### config.mk
export PLATFORM = sky130hd
export DESIGN_NAME = i2c_codec_responder
export DESIGN_NICKNAME = d
export VERILOG_FILES = /design/src/rtl/i2c_codec_responder.sv
export SDC_FILE = /design/constraint.sdc
export NUM_CORES = 1
export LEC_CHECK = 0
export CAP_MARGIN = 20
export CORE_MARGIN = 4
export CORE_UTILIZATION = 30
export CTS_BUF_LIST = sky130_fd_sc_hd__clkbuf_4 sky130_fd_sc_hd__clkbuf_8
export DETAILED_ROUTE_END_ITERATION = 8
export REMOVE_ABC_BUFFERS = 1
export SLEW_MARGIN = 20
export SYNTH_ARGS = -nofsm -noshare
export SYNTH_HDL_FRONTEND = slang
export SYNTH_SLANG_ARGS = --single-unit
### constraint.sdc
create_clock -name clk -period 3.7 [get_ports clk]
set_clock_uncertainty 0.2 [all_clocks]
set_input_delay 0.74 -clock clk [delete_from_list [all_inputs] [get_ports clk]]
set_output_delay 0.74 -clock clk [all_outputs]
set_load 0.03 [all_outputs]
### src/rtl/i2c_codec_responder.sv
// i2c_codec_responder: write-only I2C target modelling the WM8731 control port.
// Accepts <dev_addr+W> <reg_idx[6:0],data[8]> <data[7:0]>, ACKs each byte and
// stores the 9-bit value into a 16-entry register file.
//
// state    | meaning
// ---------+--------------------------------------------------------------
// S_IDLE   | bus idle or released, waiting for START
// S_ADDR   | shifting in device address + R/W bit
// S_ACK_A  | pulling SDA low for the address ACK
// S_BYTE1  | shifting in {reg_idx[6:0], data[8]}
// S_ACK_1  | pulling SDA low for the first data ACK
// S_BYTE2  | shifting in data[7:0]; commit on its last bit
// S_ACK_2  | pulling SDA low for the second data ACK
// S_IGNORE | not addressed / transaction done, wait for START or STOP
module i2c_codec_responder #(
  parameter logic [6:0] DEV_ADDR   = 7'h1A,
  parameter int         FILTER_LEN = 3
) (
  input  logic       clk,
  input  logic       reset_n,
  input  logic       scl_i,
  input  logic       sda_i,
  output logic       sda_oe,
  output logic       busy,
  output logic       wr_valid,
  output logic [6:0] wr_addr,
  output logic [8:0] wr_data,
  input  logic [3:0] rd_addr,
  output logic [8:0] rd_data,
  output logic [7:0] nack_cnt
);

  typedef enum logic [2:0] {
    S_IDLE, S_ADDR, S_ACK_A, S_BYTE1, S_ACK_1, S_BYTE2, S_ACK_2, S_IGNORE
  } state_t;

  localparam logic [3:0] FCNT_INIT = 4'(FILTER_LEN - 1);

  // index 0 = SCL, index 1 = SDA
  logic [1:0] sync1_q, sync2_q, filt_q, filt_dly_q;
  logic [3:0] fcnt_q [2];

  logic scl_f, sda_f, scl_p, sda_p;
  logic scl_rise, scl_fall, start_det, stop_det;
  logic [7:0] byte_in;

  state_t     state_q, state_d;
  logic [3:0] bit_cnt_q, bit_cnt_d;
  logic [7:0] shift_q, shift_d;
  logic [6:0] idx_q, idx_d;
  logic       d8_q, d8_d;
  logic       busy_q, busy_d;
  logic       wr_valid_q, wr_valid_d;
  logic [6:0] wr_addr_q, wr_addr_d;
  logic [8:0] wr_data_q, wr_data_d;
  logic [7:0] nack_q, nack_d;
  logic [8:0] regs_q [16];
  logic [8:0] regs_d [16];

  // Synchronize both pins, then only follow a new level once it has been
  // stable for FILTER_LEN samples (down-counter hits terminal count 0).
  // Both pins share one path so their relative ordering is preserved.
  always_ff @(posedge clk or negedge reset_n) begin
    if (!reset_n) begin
      sync1_q    <= '1;
      sync2_q    <= '1;
      filt_q     <= '1;
      filt_dly_q <= '1;
      fcnt_q[0]  <= FCNT_INIT;
      fcnt_q[1]  <= FCNT_INIT;
    end else begin
      sync1_q    <= {sda_i, scl_i};
      sync2_q    <= sync1_q;
      filt_dly_q <= filt_q;
      for (int i = 0; i < 2; i++) begin
        if (sync2_q[i] == filt_q[i]) begin
          fcnt_q[i] <= FCNT_INIT;
        end else if (fcnt_q[i] == 4'd0) begin
          filt_q[i] <= sync2_q[i];
          fcnt_q[i] <= FCNT_INIT;
        end else begin
          fcnt_q[i] <= fcnt_q[i] - 4'd1;
        end
      end
    end
  end

  assign scl_f     = filt_q[0];
  assign sda_f     = filt_q[1];
  assign scl_p     = filt_dly_q[0];
  assign sda_p     = filt_dly_q[1];
  assign scl_rise  = scl_f & ~scl_p;
  assign scl_fall  = ~scl_f & scl_p;
  assign start_det = scl_f & scl_p & sda_p & ~sda_f;
  assign stop_det  = scl_f & scl_p & ~sda_p & sda_f;
  assign byte_in   = {shift_q[6:0], sda_f};

  // State and datapath registers.
  always_ff @(posedge clk or negedge reset_n) begin
    if (!reset_n) begin
      state_q    <= S_IDLE;
      bit_cnt_q  <= '0;
      shift_q    <= '0;
      idx_q      <= '0;
      d8_q       <= 1'b0;
      busy_q     <= 1'b0;
      wr_valid_q <= 1'b0;
      wr_addr_q  <= '0;
      wr_data_q  <= '0;
      nack_q     <= '0;
      for (int i = 0; i < 16; i++) regs_q[i] <= '0;
    end else begin
      state_q    <= state_d;
      bit_cnt_q  <= bit_cnt_d;
      shift_q    <= shift_d;
      idx_q      <= idx_d;
      d8_q       <= d8_d;
      busy_q     <= busy_d;
      wr_valid_q <= wr_valid_d;
      wr_addr_q  <= wr_addr_d;
      wr_data_q  <= wr_data_d;
      nack_q     <= nack_d;
      for (int i = 0; i < 16; i++) regs_q[i] <= regs_d[i];
    end
  end

  // Next-state: START/STOP first, then bit shifting and ACK sequencing.
  always_comb begin
    state_d    = state_q;
    bit_cnt_d  = bit_cnt_q;
    shift_d    = shift_q;
    idx_d      = idx_q;
    d8_d       = d8_q;
    busy_d     = busy_q;
    wr_valid_d = 1'b0;
    wr_addr_d  = wr_addr_q;
    wr_data_d  = wr_data_q;
    nack_d     = nack_q;
    for (int i = 0; i < 16; i++) regs_d[i] = regs_q[i];

    if (start_det) begin
      state_d   = S_ADDR;
      bit_cnt_d = '0;
      busy_d    = 1'b1;
    end else if (stop_det) begin
      state_d   = S_IDLE;
      bit_cnt_d = '0;
      busy_d    = 1'b0;
    end else begin
      case (state_q)
        S_ADDR, S_BYTE1, S_BYTE2: begin
          if (scl_rise && bit_cnt_q != 4'd8) begin
            shift_d   = byte_in;
            bit_cnt_d = bit_cnt_q + 4'd1;
            // last bit of the value byte: commit the write
            if (state_q == S_BYTE2 && bit_cnt_q == 4'd7) begin
              wr_addr_d  = idx_q;
              wr_data_d  = {d8_q, byte_in};
              wr_valid_d = 1'b1;
              if (idx_q == 7'h0F) begin
                for (int i = 0; i < 16; i++) regs_d[i] = '0;
              end else if (idx_q < 7'h0F) begin
                regs_d[idx_q[3:0]] = {d8_q, byte_in};
              end
            end
          end else if (scl_fall && bit_cnt_q == 4'd8) begin
            // SCL low after the 8th bit: ACK slot begins
            bit_cnt_d = '0;
            case (state_q)
              S_ADDR: begin
                if (shift_q[7:1] == DEV_ADDR && !shift_q[0]) begin
                  state_d = S_ACK_A;
                end else begin
                  state_d = S_IGNORE;
                  if (nack_q != 8'hFF) nack_d = nack_q + 8'd1;
                end
              end
              S_BYTE1: begin
                idx_d   = shift_q[7:1];
                d8_d    = shift_q[0];
                state_d = S_ACK_1;
              end
              default: state_d = S_ACK_2;
            endcase
          end
        end
        S_ACK_A: if (scl_fall) state_d = S_BYTE1;
        S_ACK_1: if (scl_fall) state_d = S_BYTE2;
        S_ACK_2: if (scl_fall) state_d = S_IGNORE;
        default: ;
      endcase
    end
  end

  // Outputs: SDA is pulled only in ACK states, so reset releases it at once.
  always_comb begin
    sda_oe   = (state_q == S_ACK_A) || (state_q == S_ACK_1) || (state_q == S_ACK_2);
    busy     = busy_q;
    wr_valid = wr_valid_q;
    wr_addr  = wr_addr_q;
    wr_data  = wr_data_q;
    nack_cnt = nack_q;
    rd_data  = regs_q[rd_addr];
  end

endmodule

# ---- Word level (Yosys, flattened, before mapping)
# Cells that the tools add are included.
dict set report totals {
  reg_bits 209
  latchBits 0
  ram_bits 0
  romBits 0
  input_bits 8
  out_inout_bits 36
  memories 0
}
dict set report op_classes {
  add_sub_neg 4
  multipliers 0
  n_div 0
  magnitude_cmp 4
  n_eq_ne 19
  n_shift 0
  mux 34
  n_bitwise 19
  n_reduce_logical 25
}
# op count
set ops {}
lappend ops {{144-bit 2-to-1 mux} 2}
lappend ops {{144-bit bitwise mux} 1}
lappend ops {{9-bit binary-select mux with 4-bit select} 1}
lappend ops {{9-bit demux with 4-bit select} 1}
lappend ops {{4-bit 2-to-1 mux} 9}
lappend ops {{9-bit 2-to-1 mux} 3}
lappend ops {{3-bit 2-to-1 mux} 8}
lappend ops {{4-bit inequality test (second input constant)} 6}
lappend ops {{6-bit AND reduction} 3}
lappend ops {{3-bit one-hot mux with 4 select lines} 1}
lappend ops {{5-bit greater-or-equal comparator (second input constant)} 2}
lappend ops {{1-bit NOT} 10}
lappend ops {{4-bit NOT with 5-bit output} 2}
lappend ops {{3-bit == test (second input constant)} 3}
lappend ops {{8-bit by 1-bit adder with 8-bit output (second input constant)} 1}
lappend ops {{4-bit zero test} 2}
lappend ops {{8-bit inequality test (second input constant)} 1}
lappend ops {{8-bit AND reduction} 1}
lappend ops {{4-bit by 1-bit subtractor with 4-bit output (second input constant)} 2}
lappend ops {{1-bit AND} 7}
lappend ops {{7-bit by 4-bit == test with 1-bit output (second input constant)} 1}
lappend ops {{7-bit by 5-bit == test with 1-bit output (second input constant)} 1}
lappend ops {{7-bit by 4-bit < comparator with 1-bit output (second input constant)} 1}
lappend ops {{1-bit 2-to-1 mux} 7}
lappend ops {{19 further kinds} 29}

# ---- Depth between registers and ports, before layout
# Gate-level depths: netlist (run 1).
dict set report depth {
  word_depth 9
  depth_mapped 7
}

# ---- Least setup slack after synthesis (run 1)
# OpenSTA, ideal clock, no wires.
dict set report synth_timing {
  kind {input-to-output}
  from {input rd_addr[0]}
  to {output rd_data[5]}
  arrival_ns 2.404
  slack_ns 0.356
  path_stages 5
  path_cell_list {clkbuf_1 > buf_2 > mux4_2 > a22oi_1 > nand2_1}
}
dict set report synth_via {
  elab_chain_cells 4
}
# item line_no
set synth_rtl {}
lappend synth_rtl {{start: declaration} 28} ;# input logic [3:0] rd_addr,
lappend synth_rtl {{4-bit NOT with 5-bit output (not written as such)} 203} ;# rd_data = regs_q[rd_addr];
lappend synth_rtl {{9-bit binary-select mux with 4-bit select} 203}
lappend synth_rtl {{9-bit 2-to-1 mux (not written as such) (2 in series)} 203}
lappend synth_rtl {{end: declaration} 29} ;# output logic [8:0] rd_data,
# Every way passes these cells. The select of a mux whose other input is x is not followed.

# ---- Final worst setup path (run 1)
dict set report layout_timing {
  from {input rd_addr[2]}
  to {output rd_data[3]}
}
# The elaborated chain is that of the path after synthesis.

==> results of run 1 <==
-- per-stage QoR --
step                hold WS (ns)   util  cell area, µm²  worst slack (ns)
CTS                        0.123  0.361           11100             0.220
detailed placement         0.152  0.335           10300             0.229
global route               0.149  0.361           11100             0.119
finish                     0.117  0.361           11100             0.189
floorplan                  0.145      -            9260              1.17
global placement           0.146  0.335           10300             0.225
-- registers in the layout, indices dropped and copies added (netlist names), 2 cells and up --
name        count
shift_q         8
filt_q          2
filt_dly_q      2
sync1_q         2
fcnt_q          8
idx_q           7
state_q         3
wr_data         9
bit_cnt_q       4
wr_addr         7
regs_q        144
nack_cnt        8
sync2_q         2
-- worst max-delay path, stage by stage --
cell and delay, ns:
clkdlybuf4s50_1 0.51, nor2b_1 0.74, a22oi_1 0.28, nand2_1 0.13, buf_4 0.16
-- power groups by stage --
stage | Combinational, µW | Sequential (µW) | Clock, µW
2_1_floorplan | 466 | 2690 | 0
3_5_place_dp | 860 | 2690 | 0
5_1_grt | 969 | 2670 | 2430
6_report | 853 | 2640 | 2270
3_3_place_gp | 855 | 2680 | 0
4_1_cts | 867 | 2640 | 2330
-- layer usage --
metal | global-route usage | vias up
li1 | - | 2716
met1 | 0.202 | 3123
met2 | 0.199 | 170
met3 | 0.0346 | 41
met4 | 0.0361 | 0
met5 | 0 | -
-- synth_stat cells (all sizes together) (3+ instances only) --
cell type / instances / share of area
inv: 7 / 0.0028
ha: 5 / 0.0066
nor3: 16 / 0.020
a22o: 100 / 0.093
nand4: 3 / 0.0020
o21ai: 10 / 0.0053
nand2: 30 / 0.012
a21oi: 11 / 0.0058
nor2b: 51 / 0.034
or3: 4 / 0.0026
mux2: 72 / 0.086
nor2: 14 / 0.0058
nor3b: 3 / 0.0024
dfstp: 10 / 0.028
xnor2: 10 / 0.0093
dfrtp: 199 / 0.53
mux4: 36 / 0.086
a22oi: 18 / 0.014
nand3b: 4 / 0.0032
nand2b: 10 / 0.0066
clkbuf: 31 / 0.012
buf: 15 / 0.0077
nand3: 9 / 0.0048
-- kinds of logic after synthesis --
group	count (synthesis)
flops	209
simple gates	160
compound gates	148
mux	109
buf+inv	53
xor+xnor	10
fa+ha+maj	5
-- area by class of cell --
cell class	instances	area (µm²)
Clock buffer	60	744
Clock inverter	4	45.0
Fill cell	2953	19700
Inverter	7	26.3
Multi-Input combinational cell	432	3990
Sequential cell	209	5240
Tap cell	396	495
Timing Repair Buffer	59	584
-- cells in the final DEF (no fill, tap or decap), types with 7 or more instances in the layout --
cell type	synthesis	routed
clkdlybuf4s50_1	0	31
mux2_2	70	70
a22oi_1	18	18
nand2_1	30	30
nor2_1	13	13
nand3_1	9	9
nor2b_1	51	51
a22o_1	100	100
mux4_2	36	36
o21ai_0	10	10
xnor2_1	10	10
nor3_4	9	9
dfrtp_1	199	199
buf_4	0	20
a21oi_1	11	11
clkbuf_4	0	13
nand2b_1	10	10
dfstp_2	10	10
inv_1	7	7
clkbuf_8	0	48
-- worst paths after layout --
path	depth (start not counted)	slack, ns	to
min	1	0.12	wr_data[4]$_DFFE_PN0P_
max reg2reg	4	0.70	regs_q[25]$_DFFE_PN0P_
max in group asynchronous	2	2.41	regs_q[43]$_DFFE_PN0P_
min in group clk	0	0.16	sync2_q[0]$_DFF_PN1_
max	5	0.19	rd_data[3]
min reg2reg	0	0.16	sync2_q[0]$_DFF_PN1_
==> metrics.md, run 1 <==
| Metric | Value |
|---|---|
| All-Layer GR Usage | 0.136 |
| Post-synthesis sequential area ratio | 0.555 |
| IR drop worst, VDD | 0.000250 V |
| Unrepaired setup endpoints after global routing | no |
| Ant diodes | 0 |
| Nets | ~760 |
| Tot Pwr | 5760 µW |
| Largest family of logic cells by synthesized area | multiplexers |
| Worst Setup SP | rd_addr[2] |
| Setup TNS | 0 ns |
| Switching Fraction | 0.283 |
| Setup-failing EPs final | 0 |
| P&R area growth vs syn | 17.8% |
| Global-route wire length before repair | 37000 µm |
| Routability congestion estimate from global placement | 0.799 |
| Clock share of power | 0.393 |
| Rel. slew slack | 0.331 |
| Post-CTS setup buffers | 0 |
| GRT overflow | 0 |
| Max Used Layer | met4 |
| Worst Hold Class | input pin to async pin |
| Synth Area in Simple Gates | 0.108 |
| DRT met1 WL | 11100 µm |
| Vias post-DR | 6050 |
| Post-route DRC | 0 |
| Post-synthesis register bit count | roughly 210 |
| Period utilisation layout | 0.949 |
| Number of max-cap violations | 0 |
| Fin crit period | 3.51 ns |
| Status | completed |
| Achievable Freq | 285 MHz |
| Cts repair resizes | 0 |
| Antenna violations before repair | 0 |
| Starting Density | 0.307 |
| Mapped cell area | about 0.0095 mm² |
| Clock-pin slew on the worst setup and hold paths | 0.06 ns |
| CP Launch Type | input pin |
| Async set-or-reset flop fraction in the synthesized netlist | 1.00 |
| # rows | 64 |
| Initial DRC Count | 457 |
| Port Buffer Count | 43 |
| Die area | approximately 0.034 mm² |
| Post-Synth XOR/XNOR Area | 0.00927 |
| First drt pass iteration count | 5 |
| Crit path kind | input pin to output port |
| Vias in the first global route | 6246 |
| CTS H-tree lvls | 2 |
| CTS tree | built |
| PwrDens | roughly 520 mW/mm² |
| Die width | between 150 and 200 µm |
| CP max FO | 9 |
| Total placed cells including tap cells | about 1100 |
| Synth Flop Type | dfrtp_1 |
| Ys Warns | 0 |
| Core ar. | 0.0308 mm² |
| Layout cells sized above 1 | 0.292 |
| Post-synthesis mux area share | 0.173 |
| Clock sink count | approximately 210 |
| Routed len/inst | about 20 µm |
| Element type at the critical path end | output port |
| Number of I/O pins | 44 |
| Hold_buf cts | 0 |
| Cts bufs inserted | 36 |
| Endpoints failing hold | 0 |
| Worst EP required | 2.76 ns |
| Chip Height | 185 µm |
| Worst r2r src | filt_q[0]$_DFFE_PN1P_ |
| Cell Count, Final, Fillers Out | 1167 |
| Psw | 1630 µW |
| Met3 wire len | 1430 µm |
| Synthesized area per cell | between 10 and 15 µm² |
| Post-synthesis compound-gate area fraction | 0.126 |
| Root Driver | clkbuf_8 |
| CTS Buffer Depth | 3 |
| Vias per Instance | about 5.2 |
| Yosys cell types | 47 |
| Largest net degree at the start of global routing | 92 |
| Leak | slightly above 0.005 µW |
| Worst-Skew Late Latency | approximately 0.5 ns |
| HPWL Detailed | 14700 µm |
| Synth Area in Adders | 0.00662 |
| WP data arrival | 2.57 ns |
| Final slew viol count | 0 |
| Synth Instances | 694 |
| Combinational Power Share | 0.148 |
| Remaining antenna violation count | 0 |
| Sequential Power Share | 0.459 |
| Internal | roughly 4100 µW |
| Met2 wire len | 9960 µm |
| Routed Wire Length | 22900 µm |
| Tightest Pin Transition | 1.00 ns |
| EDFF count, synth | 0 |
No activity file was read; power rests on OpenSTA's default activity.
==> inputs of run 2 (changes only) <==
- CORE_ASPECT_RATIO: not set -> 0.7
- CORE_MARGIN: 4 -> not set
==> metrics.md, run 2 (same netlist as run 1, synthesis figures left out) <==
| Metric | Value |
|---|---|
| Post-route DRC | 0 (unchanged) |
| Chip Height | 151 µm (-19%) |
| Most frequent cells in the layout | dfrtp_1, a22o_1, mux2_2 |
| Nets | 763 (+0.66%) |
| Leak | 0.00511 µW (-0.55%) |
| P&R area growth vs syn | 17.4% |
| Worst EP required | 2.76 ns (about the same) |
| First drt pass iteration count | 5 (unchanged) |
| Tightest Pin Transition | 0.995 ns (-0.00944 ns) |
| Vias per Instance | 5.18 (about the same) |
| Worst Setup SP | rd_addr[0] |
| Routability congestion estimate from global placement | 0.799 (about the same) |
| Core ar. | 0.0305 mm² (-1.1%) |
| CP Launch Type | input pin |
| Element type at the critical path end | output port |
| HPWL Detailed | 15500 µm (+5.2%) |
| Global-route wire length before repair | 38700 µm (+4.5%) |
| Number of max-cap violations | 0 (unchanged) |
| Endpoints failing hold | 0 (unchanged) |
| Fin crit period | 3.43 ns (-0.0770 ns) |
| Routed Wire Length | 24500 µm (+6.9%) |
| Vias in the first global route | 6238 (-0.13%) |
| Root Driver | clkbuf_8 |
| CP max FO | 23 (+14) |
| Post-CTS setup buffers | 0 (unchanged) |
| Status | completed |
| Vias post-DR | 6138 (+1.5%) |
| Worst r2r src | filt_q[0]$_DFFE_PN1P_ |
| Unrepaired setup endpoints after global routing | no |
| Cell area after layout | 0.0111 mm² (-0.30%) |
| WP data arrival | 2.49 ns (-0.08 ns) |
| Initial DRC Count | 511 (+12%) |
| All-Layer GR Usage | 0.158 (+0.0216) |
| CTS Buffer Depth | 3 (unchanged) |
| Die area | 0.0322 mm² (-6.3%) |
| Rel. slew slack | 0.337 (+0.00629) |
| Final slew viol count | 0 (unchanged) |
| IR drop worst, VDD | 0.000314 V (+26%) |
| CTS H-tree lvls | 2 (unchanged) |
| CTS tree | built |
| Largest net degree at the start of global routing | 123 (+34%) |
| Setup-failing EPs final | 0 (unchanged) |
| Antenna violations before repair | 2 (+2) |
| Clock sink count | 209 (unchanged) |
| Min-delay src | sync1_q[1]$_DFF_PN1_ |
| Port Buffer Count | 43 (unchanged) |
| Worst hold margin | 0.154 ns (+0.0369 ns) |
| Ant diodes | 0 (unchanged) |
| Largest register FFs | 144 (unchanged) |
| Cts bufs inserted | 36 (unchanged) |
| Cell Count, Final, Fillers Out | 1184 (+1.5%) |
| # rows | 53 (-17%) |
| DP Area | 0.0104 mm² (+0.29%) |
| Post-layout util | 0.364 (+0.00274) |
| Routed len/inst | 20.7 µm (+5.4%) |
| Total placed cells including tap cells | 1123 (+1.8%) |
| Period utilisation layout | 0.928 (-0.0208) |
| Layout cells sized above 1 | 0.289 (-0.00297) |
| PwrDens | 509 mW/mm² (-1.6%) |
| Worst Hold Class | flop to flop |
| Number of I/O pins | 44 (unchanged) |
| Worst-Skew Late Latency | 0.54 ns (+0.04 ns) |
| Clock-pin slew on the worst setup and hold paths | 0.05 ns (about the same) |
| Starting Density | 0.310 (+0.00327) |
| Crit path kind | input pin to output port |
| GRT overflow | 0 (unchanged) |
| Commonest non-fill, non-tap cell in the layout | dfrtp_1 |
| Top reg by flops | regs_q |
| Remaining antenna violation count | 0 (unchanged) |
| Setup TNS | 0 ns (unchanged) |
| Die width | 214 µm (+15%) |
| Achievable Freq | 291 MHz (+2.2%) |
run 2: metrics by stage:
step | worst slack [ns] | power, µW
3_3_place_gp | 0.259 | 3540
4_1_cts | 0.235 | 5730
5_1_grt | 0.143 | 5960
6_report | 0.266 | 5650
3_5_place_dp | 0.248 | 3560
2_1_floorplan | 1.17 | 3150
run 2: worst paths after layout:
path                                                end  slack (ns)  cells after the start
max in group asynchronous        regs_q[92]$_DFFE_PN0P_        2.05                      3
worst max register to register  regs_q[134]$_DFFE_PN0P_        0.79                      4
worst min register to register     sync2_q[1]$_DFF_PN1_        0.15                      0
worst max-delay path                         rd_data[4]        0.27                      6
min in group asynchronous           fcnt_q[0]$_DFF_PN0_        0.41                      2
worst min-delay path               sync2_q[1]$_DFF_PN1_        0.15                      0
run 2: critical path, cell delays in order:
cell and delay (ns):
buf_2 0.10, buf_12 0.21, mux4_2 0.52, a22oi_1 0.25, nand2_1 0.08, clkdlybuf4s50_1 0.59
run 2: area by class of cell:
type	instances	area, µm²
timing repair buffer	64	604
fill	2932	19400
clock buffer	56	689
inverter	7	26.3
multi-input combinational	432	3990
sequential	209	5240
tap	412	515
clock inverter	4	26.3
run 2: report_power, final:
group / switching, µW / internal (µW) / total, µW
sequential: 276 / 2430 / 2710
combinational: 450 / 356 / 806
clock: 956 / 1180 / 2140
run 2: per-layer routing:
layer | vias up | part of all wire | global-route usage
li1 | 2716 | - | -
met4 | 0 | 0.024 | 0.0514
met1 | 3179 | 0.50 | 0.238
met5 | - | 0 | 0
met2 | 196 | 0.41 | 0.214
met3 | 47 | 0.064 | 0.0426
run 2: repair_timing:
item / 4_1_cts / 5_1_grt
hold endpoints to repair: 4 / 0
gates resized for setup: 0 / 0
hold buffers: 1 / 0
